==> config.mk <==
export PLATFORM = sky130hd
export DESIGN_NAME = fifo_burst_reader
export DESIGN_NICKNAME = d
export VERILOG_FILES = /design/src/rtl/fifo_burst_reader.sv
export SDC_FILE = /design/constraint.sdc
export NUM_CORES = 1
export LEC_CHECK = 0
export ABC_AREA = 1
export BUFFER_PORTS_ARGS = -buffer_cell sky130_fd_sc_hd__clkbuf_2
export CELL_PAD_IN_SITES_DETAIL_PLACEMENT = 1
export CELL_PAD_IN_SITES_GLOBAL_PLACEMENT = 1
export CORE_UTILIZATION = 38
export DETAILED_ROUTE_END_ITERATION = 16
export MAX_ROUTING_LAYER = met4
export PLACE_DENSITY_LB_ADDON = 0.1
export SLEW_MARGIN = 30
export SYNTH_ARGS = -nofsm -noshare
export SYNTH_HDL_FRONTEND = slang
export SYNTH_SLANG_ARGS = --single-unit
==> constraint.sdc <==
create_clock -name clk -period 4.6 [get_ports clk]
set_clock_uncertainty 0.2 [all_clocks]
set_input_delay 0.23 -clock clk [delete_from_list [all_inputs] [get_ports clk]]
set_output_delay 0.23 -clock clk [all_outputs]
set_load 0.02 [all_outputs]
==> src/rtl/fifo_burst_reader.sv <==
// Drain side of the prefetch FIFO: pops show-ahead words and emits granted, fixed-length framed bursts.
// Optional macro FIFO_BURST_READER_STAT_EN adds the starve_cnt underrun statistic output.
module fifo_burst_reader #(
  parameter int DATA_WIDTH = 32,
  parameter int BURST_LEN  = 32,
  parameter int CNT_W      = 8
) (
  input  logic                  clk,
  input  logic                  rst_n,
  input  logic [DATA_WIDTH-1:0] fifo_rd_data,
  input  logic                  fifo_rd_vld,
  output logic                  fifo_rd_en,
  output logic                  burst_req,
  input  logic                  burst_gnt,
  output logic [DATA_WIDTH-1:0] m_data,
  output logic                  m_valid,
  input  logic                  m_ready,
  output logic                  m_sof,
  output logic                  m_eof,
  output logic                  busy,
  output logic [15:0]           burst_done_cnt
`ifdef FIFO_BURST_READER_STAT_EN
  ,
  output logic [15:0]           starve_cnt
`endif
);

  localparam logic [CNT_W-1:0] LAST_IDX = CNT_W'(BURST_LEN - 1);
  localparam logic [CNT_W-1:0] FULL_CNT = CNT_W'(BURST_LEN);

  typedef enum logic [1:0] {IDLE, REQ, XFER} state_t;

  state_t           state;
  logic [CNT_W-1:0] pull_cnt;
  logic [CNT_W-1:0] out_cnt;
  logic             can_pull;
  logic             pop;
  logic             accept;

  // A pop is offered only when the output register is free or draining this cycle.
  assign can_pull   = (state == XFER) && (pull_cnt < FULL_CNT) && (!m_valid || m_ready);
  assign fifo_rd_en = can_pull;
  assign pop        = can_pull && fifo_rd_vld;
  assign accept     = m_valid && m_ready;
  assign busy       = (state != IDLE) || m_valid;

  always_ff @(posedge clk) begin
    if (!rst_n) begin
      state          <= IDLE;
      pull_cnt       <= '0;
      out_cnt        <= '0;
      burst_req      <= 1'b0;
      m_data         <= '0;
      m_valid        <= 1'b0;
      m_sof          <= 1'b0;
      m_eof          <= 1'b0;
      burst_done_cnt <= '0;
    end else begin
      case (state)
        IDLE: begin
          if (fifo_rd_vld) begin
            state     <= REQ;
            burst_req <= 1'b1;
          end
        end
        REQ: begin
          if (burst_gnt) begin
            state     <= XFER;
            burst_req <= 1'b0;
            pull_cnt  <= '0;
            out_cnt   <= '0;
          end
        end
        XFER: begin
          // The burst ends only when its last word leaves, regardless of underrun bubbles.
          if (accept) begin
            if (out_cnt == LAST_IDX) begin
              state          <= IDLE;
              out_cnt        <= '0;
              burst_done_cnt <= burst_done_cnt + 16'd1;
            end else begin
              out_cnt <= out_cnt + 1'b1;
            end
          end
        end
        default: begin
          state     <= IDLE;
          burst_req <= 1'b0;
        end
      endcase

      if (pop) begin
        m_data   <= fifo_rd_data;
        m_valid  <= 1'b1;
        m_sof    <= (pull_cnt == '0);
        m_eof    <= (pull_cnt == LAST_IDX);
        pull_cnt <= pull_cnt + 1'b1;
      end else if (m_ready) begin
        m_valid <= 1'b0;
      end
    end
  end

`ifdef FIFO_BURST_READER_STAT_EN
  // Counts cycles where a pop was offered but the FIFO had nothing to give.
  always_ff @(posedge clk) begin
    if (!rst_n) begin
      starve_cnt <= '0;
    end else if (can_pull && !fifo_rd_vld && (starve_cnt != 16'hFFFF)) begin
      starve_cnt <= starve_cnt + 16'd1;
    end
  end
`endif

endmodule
==> load_flow_metrics.sql, run 1 <==
INSERT INTO impl_metrics (metric_group, metric, value, unit) VALUES
('status', 'outcome', 'complete, no violations', ''),
('floorplan', 'placeableCoreArea', '7690', 'sq um'),
('global_routing', 'wire_length_of_the_first_global_routing_pass', '15.5', 'mm'),
('synth', 'netlist_instances', '431', ''),
('worst_setup_path', 'reg2reg_from', 'state[0]', ''),
('synth', 'mappedNetlistNets', '472', ''),
('floorplan', 'row_count', '32', ''),
('synth', 'synth_cell_type_count', '25', ''),
('floorplan', 'initial_core_util', '39.0', '%'),
('cts', 'clkSinkCount', '70', ''),
('sta', 'holdWs', '0.0500', 'ns'),
('hold_path', 'worst_hold_path.num_cells', '4', ''),
('drt', 'wire_per_inst', '13.7', 'um'),
('final_layout', 'area_growth_syn_to_layout', '33.7', '%'),
('global_routing', 'grt_antenna_before_repair', '0', ''),
('hold_path', 'hold_path_class', 'input port to flop', ''),
('worst_setup_path', 'worstPathCellList', 'inv_2 > nand2_2 > nor3_4 > nand2_2 > inv_2 > o21ai_1 > nand2_1 > nor2_1', ''),
('drt', 'drc_violations_left', '0', ''),
('global_routing', 'grt_max_degree', '46', ''),
('worst_setup_path', 'cp_slowest_cell', 'inv_2', ''),
('placement', 'globalplace.congestion', '0.739', ''),
('cts', 'post_cts_gate_resize_count', '0', ''),
('synth', 'synth_seq_area_share', '46.7', '%'),
('sta', 'finalCritPeriodShare', '57.2', '%'),
('cts', 'worst_setup_hold_path_clk_slew', '0.08', 'ns'),
('worst_setup_path', 'worstSetupStartpointType', 'flop', ''),
('worst_setup_path', 'reg2reg_depth', '8', ''),
('drt', 'drt-initial-drc-count', '97', ''),
('sta', 'timing.final.setup_violations', '0', ''),
('sta', 'setup-tns-final', '0', 'ns'),
('cts', 'holdBufCountCts', '33', ''),
('hold_path', 'holdPathEnd', 'state[0]', ''),
('synth', 'synth.avg_cell_area', '6.96', 'sq um'),
('cts', 'cts_root_buf', 'clkbuf_8', ''),
('drt', 'totalWireLength', '9.01', 'mm'),
('drt', 'route.detailed.vias_per_inst', '4.88', ''),
('placement', 'port-buffer-count', '90', ''),
('cts', 'tritoncts.num_buffers', '9', ''),
('hold_path', 'hold_start', 'burst_gnt', ''),
('synth', 'yosys_register_bits', '70', ''),
('synth', 'post_synthesis_simple_gate_area_fraction', '30.4', '%'),
('sta', 'rsz0062_at_grt', 'false', ''),
('power', 'power.ir.vdd_worst', '0.000144', 'V'),
('worst_setup_path', 'rrSetupSlack', '1.97', 'ns'),
('final_layout', 'layout.cells.most_common_list', 'nand2_1 (143), clkbuf_2 (90), dfxtp_1 (70)', ''),
('drt', 'drt_first_pass_iters', '4', ''),
('floorplan', 'die_area', '8250', 'sq um'),
('synth', 'synth.top_cells.by_area', 'dfxtp_1 (47%), nand2_1 (18%), a21oi_1 (9.3%), nor2_1 (5.8%), inv_1 (4.5%)', ''),
('power', 'power.density_cell_area', '312', 'nW/um^2'),
('worst_setup_path', 'reg2reg_to', 'm_eof', ''),
('sta', 'finalHoldViolCount', '0', ''),
('cts', 'cts_setup_buffers', '0', ''),
('placement', 'place.detailed.hpwl', '5.73', 'mm'),
('final_layout', 'nets', '592', ''),
('synth', 'synth.yosys.warnings', '0', ''),
('worst_setup_path', 'crit_path_end_kind', 'flop', ''),
('worst_setup_path', 'timing.critical_path.arrival', '2.65', 'ns'),
('sta', 'clock.fmax', '380', 'MHz'),
('final_layout', 'utilization', '52.2', '%'),
('global_routing', 'grt_overflow', '0', ''),
('worst_setup_path', 'worst_path_largest_cell_delay', '0.73', 'ns'),
('final_layout', 'layout.cells.most_common', 'nand2_1', ''),
('run', 'max-cap-violations', '0', ''),
('worst_setup_path', 'critPathKind', 'flop to flop', ''),
('floorplan', 'die_h', '90.9', 'um'),
('synth', 'compound_gate_fraction_of_synth_area', '12.5', '%'),
('global_routing', 'grt_usage', '24.2', '%'),
('floorplan', 'die_w', '90.9', 'um'),
('synth', 'synth-xor-area-share', '1.17', '%'),
('cts', 'ctsHtreeMaxLevel', '3', ''),
('synth', 'synth.area.mux_share', '0', '%');
==> per-layer routing <==
layer	share of wire, %	wire length, um	vias to the layer above	GRT usage, %
li1	-	-	1605	-
met5	0	0	-	-
met1	46	4130	1513	28.1
met2	49	4370	75	40.9
met3	3.5	313	17	4.55
met4	2.1	187	0	10.4
==> state kept, by name, summed over array words and instances (netlist names) <==
signal          cells
m_sof               1
m_data             32
out_cnt             8
burst_req           1
burst_done_cnt     16
pull_cnt            8
state               2
m_valid             1
m_eof               1
==> kinds of logic (layout without fill, tap and decap cells) <==
family / after synthesis / count (layout)
simple gates: 224 / 224
xor+xnor: 4 / 4
flops: 70 / 70
compound gates: 73 / 73
buf+inv: 56 / 181
fa+ha+maj: 4 / 4
==> worst register-to-register path, stage by stage (launching register included) <==
cell,delay [ns]
dfxtp_1,0.32
inv_2,0.07
nand2_2,0.11
nor3_4,0.24
nand2_2,0.47
inv_2,0.74
o21ai_1,0.21
nand2_1,0.10
nor2_1,0.04
==> cells in the mapped netlist <==
cell / n
nor2_2: 2
inv_1: 36
clkinv_1: 1
nor4_1: 1
buf_4: 1
nand3_1: 18
nand2_2: 2
nor3b_1: 2
dfxtp_1: 70
nand4_1: 3
nor3_4: 1
buf_6: 1
xor2_1: 4
nand2_1: 143
o31ai_1: 1
clkbuf_1: 8
a21oi_1: 56
ha_1: 4
o21ai_1: 1
o21ai_2: 2
nor2_1: 46
buf_2: 5
o21ai_0: 13
nor3_1: 6
inv_2: 4
==> report_power, final <==
group	internal, mW	total (mW)	leakage [nW]	switching, mW
logic	0.0645	0.167	1.03	0.103
registers	0.625	0.638	0.566	0.0122
clock network	0.208	0.445	0.0861	0.237
total	0.898	1.25	1.68	0.352
==> cell type report <==
cell class / count / area (sq um)
Tap cell: 102 / 128
Timing Repair Buffer: 124 / 788
Multi-Input combinational cell: 305 / 1370
Fill cell: 1022 / 3680
Clock inverter: 4 / 22.5
Clock buffer: 12 / 145
Sequential cell: 70 / 1400
Inverter: 41 / 154
==> worst max-delay path by stage <==
stage	end	slack [ns]	depth (start not counted)
detailed placement	m_eof	2.00	8
CTS	m_eof	1.99	8
finish	m_eof	1.97	8
global route	pull_cnt[4]	1.68	6
global placement	m_eof	2.04	8
floorplan	burst_done_cnt[8]	2.91	7
==> stage by stage <==
stage | setup WS (ns) | std cells | cell area [sq um]
finish | 1.97 | 658 | 4010
detailed placement | 2.00 | 609 | 3510
global route | 1.68 | 658 | 4010
CTS | 1.99 | 658 | 4010
floorplan | 2.91 | 431 | 3000
global placement | 2.04 | 609 | 3510
Power figures use the tool's default switching activity.
==> run 2: changes to the inputs <==
ABC_AREA = 0   (was 1)
CORE_UTILIZATION = 33   (was 38)
clock period = 2.2 ns   (was 4.6 ns; I/O delays follow)
==> run 2 against run 1 <==
Count of clock-buffer cells in the layout stayed put. Sequential share of layout area is 0.69 points lower. Setup slack worse by 1.8 ns. Critical path depth is 3 lower. Non-clock buffer count is 20 higher. Combinational power is 46% higher. Sequential cell count stayed put. Utilization is 3.4 points lower.
==> load_flow_metrics.sql, run 2 <==
INSERT INTO impl_metrics (metric_group, metric, value, unit) VALUES
('status', 'outcome', 'complete, no violations', ''),
('worst_setup_path', 'cp_slowest_cell', 'dlygate4sd3_1', ''),
('sta', 'finalCritPeriodShare', '94.0', '%'),
('cts', 'worst_setup_hold_path_clk_slew', '0.08', 'ns'),
('synth', 'synth_ff_type', 'dfxtp_1', ''),
('global_routing', 'grt_overflow', '0', ''),
('synth', 'synth-edff-count', '0', ''),
('worst_setup_path', 'critical_path.most_common_cell', 'dlygate4sd3_1', ''),
('floorplan', 'design.portCount', '91', ''),
('final_layout', 'top_regs', 'm_data: 32 flops, burst_done_cnt: 16 flops', ''),
('sta', 'total_count_of_max_transition_violations_in_the_final_report', '0', ''),
('final_layout', 'layout-drive-gt1-share', '26.5', '%'),
('synth', 'yosys_register_bits', '70', ''),
('final_layout', 'top_register', 'm_data', ''),
('worst_setup_path', 'timing.critical_path.required', '2.28', 'ns'),
('sta', 'rsz0062_at_grt', 'false', ''),
('power', 'share_of_total_power_in_combinational_logic', '9.9', '%'),
('floorplan', 'die_h', '96.1', 'um'),
('sta', 'setup-tns-final', '0', 'ns'),
('sta', 'clock.fmax', '483', 'MHz'),
('power', 'clkPwrFrac', '37.2', '%'),
('synth', 'synth.avg_cell_area', '8.48', 'sq um'),
('worst_setup_path', 'critPathTopFamily', 'buffers and inverters', ''),
('synth', 'synthAdderAreaFrac', '1.71', '%'),
('final_layout', 'layout.filler_cells', '1040', ''),
('sta', 'finalCriticalPeriod', '2.07', 'ns'),
('synth', 'yosysTopAreaCellShare', '47.9', '%'),
('synth', 'async_set_reset_flop_share_out_of_synthesis', '0', '%'),
('synth', 'synth.top_cells.by_area', 'dfxtp_1 (48%), nand2_1 (10%), a21oi_1 (9.2%), xor2_1 (2.1%), or4_1 (2.1%)', ''),
('cts', 'clkLatencyLatePin', '0.33', 'ns'),
('power', 'power.ir.vdd_worst', '0.000291', 'V'),
('synth', 'synth.area.mux_share', '0.342', '%'),
('cts', 'tritoncts.num_buffers', '9', ''),
('synth', 'synthesis.area', '2920', 'sq um'),
('synth', 'compound_gate_fraction_of_synth_area', '16.2', '%'),
('final_layout', 'area_growth_syn_to_layout', '39.9', '%'),
('worst_setup_path', 'worstSetupStartpointType', 'input port', ''),
('final_layout', 'layout.cells.most_common_list', 'clkbuf_2 (90), nand2_1 (78), dfxtp_1 (70)', ''),
('global_routing', 'grt_usage', '19.1', '%'),
('final_layout', 'layout.cells.most_common', 'clkbuf_2', ''),
('placement', 'globalplace.congestion', '0.747', ''),
('final_layout', 'largest_register_ffs', '32', ''),
('sta', 'max_slew.worst_pin.slew', '0.575', 'ns'),
('cts', 'tritoncts', 'yes', ''),
('synth', 'largest_family_of_logic_cells_by_synthesized_area', 'simple AND/OR/NAND/NOR gates', ''),
('global_routing', 'grt_antenna_before_repair', '0', ''),
('global_routing', 'wire_length_of_the_first_global_routing_pass', '13.3', 'mm'),
('run', 'max-cap-violations', '0', ''),
('drt', 'drt_first_pass_iters', '4', ''),
('synth', 'post_synthesis_simple_gate_area_fraction', '26.4', '%'),
('floorplan', 'initial_core_util', '34.9', '%'),
('power', 'power_switching_share', '25.1', '%'),
('cts', 'cts_root_buf', 'clkbuf_8', ''),
('power', 'cellInternalPower', '1.84', 'mW'),
('drt', 'totalWireLength', '8.45', 'mm'),
('cts', 'ctsHtreeMaxLevel', '3', ''),
('drt', 'vias', '2938', ''),
('global_routing', 'grt_max_degree', '35', ''),
('synth', 'synth_seq_area_share', '47.9', '%'),
('cts', 'max-clock-path-buffers', '2', ''),
('worst_setup_path', 'worstPathMaxFanout', '10', ''),
('final_layout', 'nets', '519', ''),
('sta', 'timing.final.setup_violations', '0', ''),
('drt', 'drc_violations_left', '0', ''),
('floorplan', 'die_w', '96.1', 'um'),
('power', 'seqPwrFrac', '52.8', '%'),
('sta', 'holdWs', '0.0403', 'ns'),
('synth', 'mappedNetlistNets', '386', ''),
('worst_setup_path', 'crit_path_end_kind', 'flop', ''),
('synth', 'synth-xor-area-share', '2.70', '%'),
('worst_setup_path', 'critPathKind', 'input port to flop', ''),
('power', 'netSwitchingPower', '0.616', 'mW'),
('synth', 'synth_cell_type_count', '46', ''),
('placement', 'place.detailed.hpwl', '5.55', 'mm'),
('synth', 'synth_commonest_cells', 'nand2_1 (78), dfxtp_1 (70), a21oi_1 (54)', ''),
('hold_path', 'hold_path_class', 'input port to flop', ''),
('floorplan', 'die_area', '9240', 'sq um'),
('final_layout', 'antennaDiodeCount', '0', ''),
('drt', 'route.detailed.vias_per_inst', '5.00', ''),
('drt', 'postRouteAntennaNets', '0', ''),
('cts', 'cts_setup_buffers', '0', ''),
('synth', 'synth.most_common_cell', 'nand2_1', ''),
('floorplan', 'placeableCoreArea', '8380', 'sq um'),
('drt', 'drt-initial-drc-count', '46', ''),
('worst_setup_path', 'worstPathCellList', 'dlygate4sd3_1 > clkbuf_2 > clkinvlp_4 > a2111oi_0 > dlygate4sd3_1', ''),
('sta', 'finalHoldViolCount', '0', ''),
('cts', 'clkSinkCount', '70', ''),
('worst_setup_path', 'cp_num_buf_inv', '4', ''),
('synth', 'netlist_instances', '345', ''),
('sta', 'relSlewSlack', '61.7', '%'),
('placement', 'port-buffer-count', '90', ''),
('synth', 'cell_accounting_for_the_most_synthesized_area', 'dfxtp_1', ''),
('drt', 'wire_per_inst', '14.4', 'um'),
('floorplan', 'row_count', '33', ''),
('power', 'leakage', '1.65', 'nW'),
('global_routing', 'number_of_global_route_vias_before_repair', '2844', ''),
('worst_setup_path', 'worst_path_largest_cell_delay', '0.59', 'ns'),
('worst_setup_path', 'timing.critical_path.arrival', '2.15', 'ns'),
('synth', 'synth.yosys.warnings', '0', ''),
('power', 'power.density_cell_area', '600', 'nW/um^2');
## run 2: layout make-up
cell class | instances | area, sq um | area share (%)
Multi-Input combinational cell | 247 | 1390 | 34.1
Timing Repair Buffer | 144 | 971 | 23.7
Tap cell | 105 | 131 | 3.21
Inverter | 6 | 26.3 | 0.642
Sequential cell | 70 | 1400 | 34.3
Clock buffer | 12 | 145 | 3.55
Clock inverter | 4 | 22.5 | 0.550
## run 2: final timing paths
path / slack, ns / from / end / depth (start not counted)
max reg2reg: 0.15 / state[1] / pull_cnt[3] / 5
max: 0.13 / rst_n / state[0] / 5
min: 0.04 / fifo_rd_vld / burst_req / 4
min reg2reg: 0.25 / m_data[18] / m_data[18] / 2
## run 2: logic make-up after synthesis
kind of cell / Yosys count
AND/OR/NAND/NOR: 151
AO/OA/AOI/OAI: 82
flip-flops: 70
buffers and inverters: 28
XOR/XNOR: 9
adder cells (fa/ha/maj): 4
multiplexers: 1
## run 2: tightest hold or removal path: cells and delay by family
family          cells  cell delay, ns
compound gates      2            0.24
buf+inv             1            0.12
simple gates        1            0.07
## run 2: timing repair
item,CTS,global route
gates resized for setup,0,4
setup endpoints to repair,0,5
hold buffers,36,0
hold endpoints to repair,38,0
## run 2: power groups by stage
stage / clock network (mW) / registers, mW / logic, mW
final: 0.914 / 1.30 / 0.244
after global routing: 1.00 / 1.30 / 0.268
after CTS: 0.951 / 1.30 / 0.243
after detailed placement: 0 / 1.33 / 0.190
after global placement: 0 / 1.33 / 0.189
after floorplan: 0 / 1.34 / 0.0871
## run 2: metal layers
| layer | track usage (%) | up-vias | part of all wire [%] |
|---|---|---|---|
| met3 | 3.40 | 5 | 4.2 |
| li1 | - | 1483 | - |
| met5 | - | - | 0 |
| met1 | 22.9 | 1391 | 47 |
| met4 | 5.97 | 0 | 0.65 |
| met2 | 32.4 | 59 | 48 |
## run 2: metrics by stage
stage | total power, mW | setup WS [ns] | utilization (%) | cell area (sq um) | instances
floorplan | 1.43 | 0.302 | - | 2920 | 345
CTS | 2.49 | 0.0148 | 48.6 | 4080 | 588
global placement | 1.52 | 0.149 | 42.3 | 3550 | 536
finish | 2.46 | 0.131 | 48.8 | 4090 | 588
global route | 2.57 | 0.0347 | 48.8 | 4090 | 588
detailed placement | 1.52 | 0.0465 | 42.3 | 3550 | 536
==> run 3: changes to the inputs <==
ABC_AREA = 1   (was 0)
CORE_UTILIZATION = 32   (was 33)
==> run 3 against run 2 <==
Sequential cell count stayed put. Critical endpoint is now burst_done_cnt[2]. Sequential share of layout area is 0.84 points lower. First-iteration DRC count is 63% higher. Clock power is 41% higher. Setup slack gained 0.16 ns. Power increased by 22%. Highest routed layer unchanged.
==> load_flow_metrics.sql, run 3 (synthesis results as in run 1) <==
INSERT INTO impl_metrics (metric_group, metric, value, unit) VALUES
('status', 'outcome', 'complete, no violations', ''),
('placement', 'detailed_place.area', '3580', 'sq um'),
('final_layout', 'top_register', 'm_data', ''),
('sta', 'rsz0062_at_grt', 'false', ''),
('worst_setup_path', 'cp-endpoint', 'burst_done_cnt[2]', ''),
('global_routing', 'grt_max_degree', '32', ''),
('power', 'netSwitchingPower', '0.748', 'mW'),
('floorplan', 'placeableCoreArea', '8890', 'sq um'),
('worst_setup_path', 'critPathKind', 'flop to flop', ''),
('worst_setup_path', 'reg2reg_depth', '9', ''),
('floorplan', 'design.portCount', '91', ''),
('global_routing', 'gr-max-usage-layer', 'met2', ''),
('cts', 'holdBufCountCts', '37', ''),
('worst_setup_path', 'rrSetupSlack', '0.29', 'ns'),
('power', 'clkPwrFrac', '43.1', '%'),
('hold_path', 'worst_hold_path.num_cells', '2', ''),
('final_layout', 'top_regs', 'm_data: 32 flops, burst_done_cnt: 16 flops', ''),
('global_routing', 'wire_length_of_the_first_global_routing_pass', '15.3', 'mm'),
('drt', 'vias', '3198', ''),
('sta', 'finalHoldViolCount', '0', ''),
('power', 'power.density_cell_area', '713', 'nW/um^2'),
('floorplan', 'initial_core_util', '33.7', '%'),
('cts', 'post_cts_gate_resize_count', '0', ''),
('sta', 'total_count_of_max_transition_violations_in_the_final_report', '0', ''),
('drt', 'route.detailed.vias_per_inst', '4.74', ''),
('global_routing', 'grtUsageMet1', '23.7', '%'),
('final_layout', 'utilization', '47.2', '%'),
('global_routing', 'grt_usage', '20.4', '%'),
('run', 'max-cap-violations', '0', ''),
('worst_setup_path', 'worstPathMaxFanout', '10', ''),
('placement', 'globalplace.congestion', '0.734', ''),
('cts', 'clkSinkCount', '70', ''),
('power', 'power_switching_share', '25.0', '%'),
('final_layout', 'layout.cells.most_common_list', 'nand2_1 (143), clkbuf_2 (90), dfxtp_1 (70)', ''),
('sta', 'setup-tns-final', '0', 'ns'),
('cts', 'tritoncts.num_buffers', '9', ''),
('cts', 'tritoncts', 'yes', ''),
('floorplan', 'die_w', '98.8', 'um'),
('placement', 'place.detailed.hpwl', '6.11', 'mm'),
('sta', 'relSlewSlack', '71.9', '%'),
('drt', 'drc_violations_left', '0', ''),
('power', 'seqPwrFrac', '44.6', '%'),
('floorplan', 'die_h', '98.8', 'um'),
('placement', 'port-buffer-count', '90', ''),
('final_layout', 'layout.cells.most_common', 'nand2_1', ''),
('drt', 'postRouteAntennaNets', '0', ''),
('final_layout', 'total_non_filler_cell_area_in_the_finished_layout', '4190', 'sq um'),
('worst_setup_path', 'worstSetupStartpointType', 'flop', ''),
('sta', 'finalCriticalPeriod', '1.91', 'ns'),
('sta', 'clock.fmax', '523', 'MHz'),
('final_layout', 'nets', '602', ''),
('worst_setup_path', 'timing.critical_path.arrival', '1.94', 'ns'),
('sta', 'max_slew.worst_pin.slew', '0.421', 'ns'),
('cts', 'max-clock-path-buffers', '2', ''),
('cts', 'worst_setup_hold_path_clk_slew', '0.08', 'ns'),
('sta', 'finalCritPeriodShare', '86.8', '%'),
('drt', 'wire_per_inst', '13.4', 'um'),
('cts', 'cts_setup_buffers', '0', ''),
('drt', 'drt-initial-drc-count', '75', ''),
('sta', 'timing.final.setup_violations', '0', ''),
('worst_setup_path', 'timing.critical_path.required', '2.23', 'ns'),
('drt', 'drt_first_pass_iters', '4', ''),
('global_routing', 'grt_antenna_before_repair', '0', ''),
('cts', 'clkLatencyLatePin', '0.34', 'ns'),
('final_layout', 'layout-drive-gt1-share', '21.9', '%'),
('floorplan', 'row_count', '34', ''),
('cts', 'ctsHtreeMaxLevel', '3', ''),
('global_routing', 'grt_overflow', '0', ''),
('floorplan', 'die_area', '9770', 'sq um'),
('power', 'share_of_total_power_in_combinational_logic', '12.3', '%'),
('drt', 'totalWireLength', '9.01', 'mm'),
('final_layout', 'area_growth_syn_to_layout', '39.8', '%'),
('cts', 'cts_root_buf', 'clkbuf_8', ''),
('global_routing', 'grt_util_met3', '4.54', '%'),
('global_routing', 'number_of_global_route_vias_before_repair', '3309', ''),
('worst_setup_path', 'crit_start', 'out_cnt[0]', ''),
('global_routing', 'grt.met2_usage', '34.9', '%'),
('final_layout', 'largest_register_ffs', '32', ''),
('final_layout', 'antennaDiodeCount', '0', ''),
('hold_path', 'hold_path_class', 'flop to flop', ''),
('power', 'power.ir.vdd_worst', '0.000266', 'V'),
('power', 'cellInternalPower', '2.24', 'mW'),
('worst_setup_path', 'reg2reg_to', 'burst_done_cnt[2]', ''),
('power', 'leakage', '1.77', 'nW'),
('worst_setup_path', 'reg2reg_from', 'out_cnt[0]', ''),
('worst_setup_path', 'crit_path_end_kind', 'flop', '');
run 3: changes by cell type in the layout (fill, tap and decap cells not counted), moves of 6 or more:
cell / previous run / this run
o31ai_1: 7 / 1
nor2_1: 13 / 46
or4_1: 8 / 0
buf_4: 16 / 6
inv_1: 5 / 36
and3_1: 7 / 0
o21ai_0: 6 / 13
nand2_1: 78 / 143
nand3_1: 10 / 18
or3_1: 6 / 0
run 3: layer usage:
layer  wire [um]  share of wire [%]
met1        4030                 45
met3         391                4.3
met4         116                1.3
met2        4470                 50
met5           0                  0
run 3: how the worst min path moves through the flow:
stage	startpoint	to	slack, ns
finish	pull_cnt[6]	pull_cnt[6]	0.25
global placement	fifo_rd_data[7]	m_data[7]	0.14
global route	pull_cnt[7]	pull_cnt[7]	0.28
detailed placement	fifo_rd_data[13]	m_data[13]	0.15
CTS	pull_cnt[6]	pull_cnt[6]	0.26
floorplan	rst_n	out_cnt[4]	0.03
run 3: final cells by class:
cell class              instances  area [sq um]
inverters                      41           154
multi-input cells             305          1370
repair buffers                134           886
flip-flops and latches         70          1400
well taps                     108           135
clock buffers                  10           138
clock inverters                 6           109
fillers                      1151          4700
run 3: metrics by stage:
step                hold slack, ns  cells  total power [mW]  worst slack [ns]
global route                 0.277    674              3.12            0.0594
global placement             0.141    621              1.67             0.353
finish                       0.251    674              2.99             0.289
floorplan                   0.0330    431              1.55             0.510
detailed placement           0.149    621              1.68             0.273
CTS                          0.257    674              3.03             0.264
run 3: worst max-delay path, stage by stage (launching register included):
cell	delay (ns)
dfxtp_1	0.33
ha_1	0.22
nand2_1	0.11
inv_1	0.05
nand2_1	0.05
nor2_1	0.05
nand2_1	0.21
clkinv_1	0.32
a21oi_1	0.22
nor3_1	0.06
run 3: power by group through the flow:
| stage | clock (mW) | sequential [mW] | combinational, mW |
|---|---|---|---|
| after floorplan | 0 | 1.40 | 0.155 |
| after global placement | 0 | 1.36 | 0.311 |
| after detailed placement | 0 | 1.36 | 0.314 |
| after CTS | 1.33 | 1.33 | 0.367 |
| after global routing | 1.38 | 1.34 | 0.407 |
| final | 1.29 | 1.33 | 0.367 |
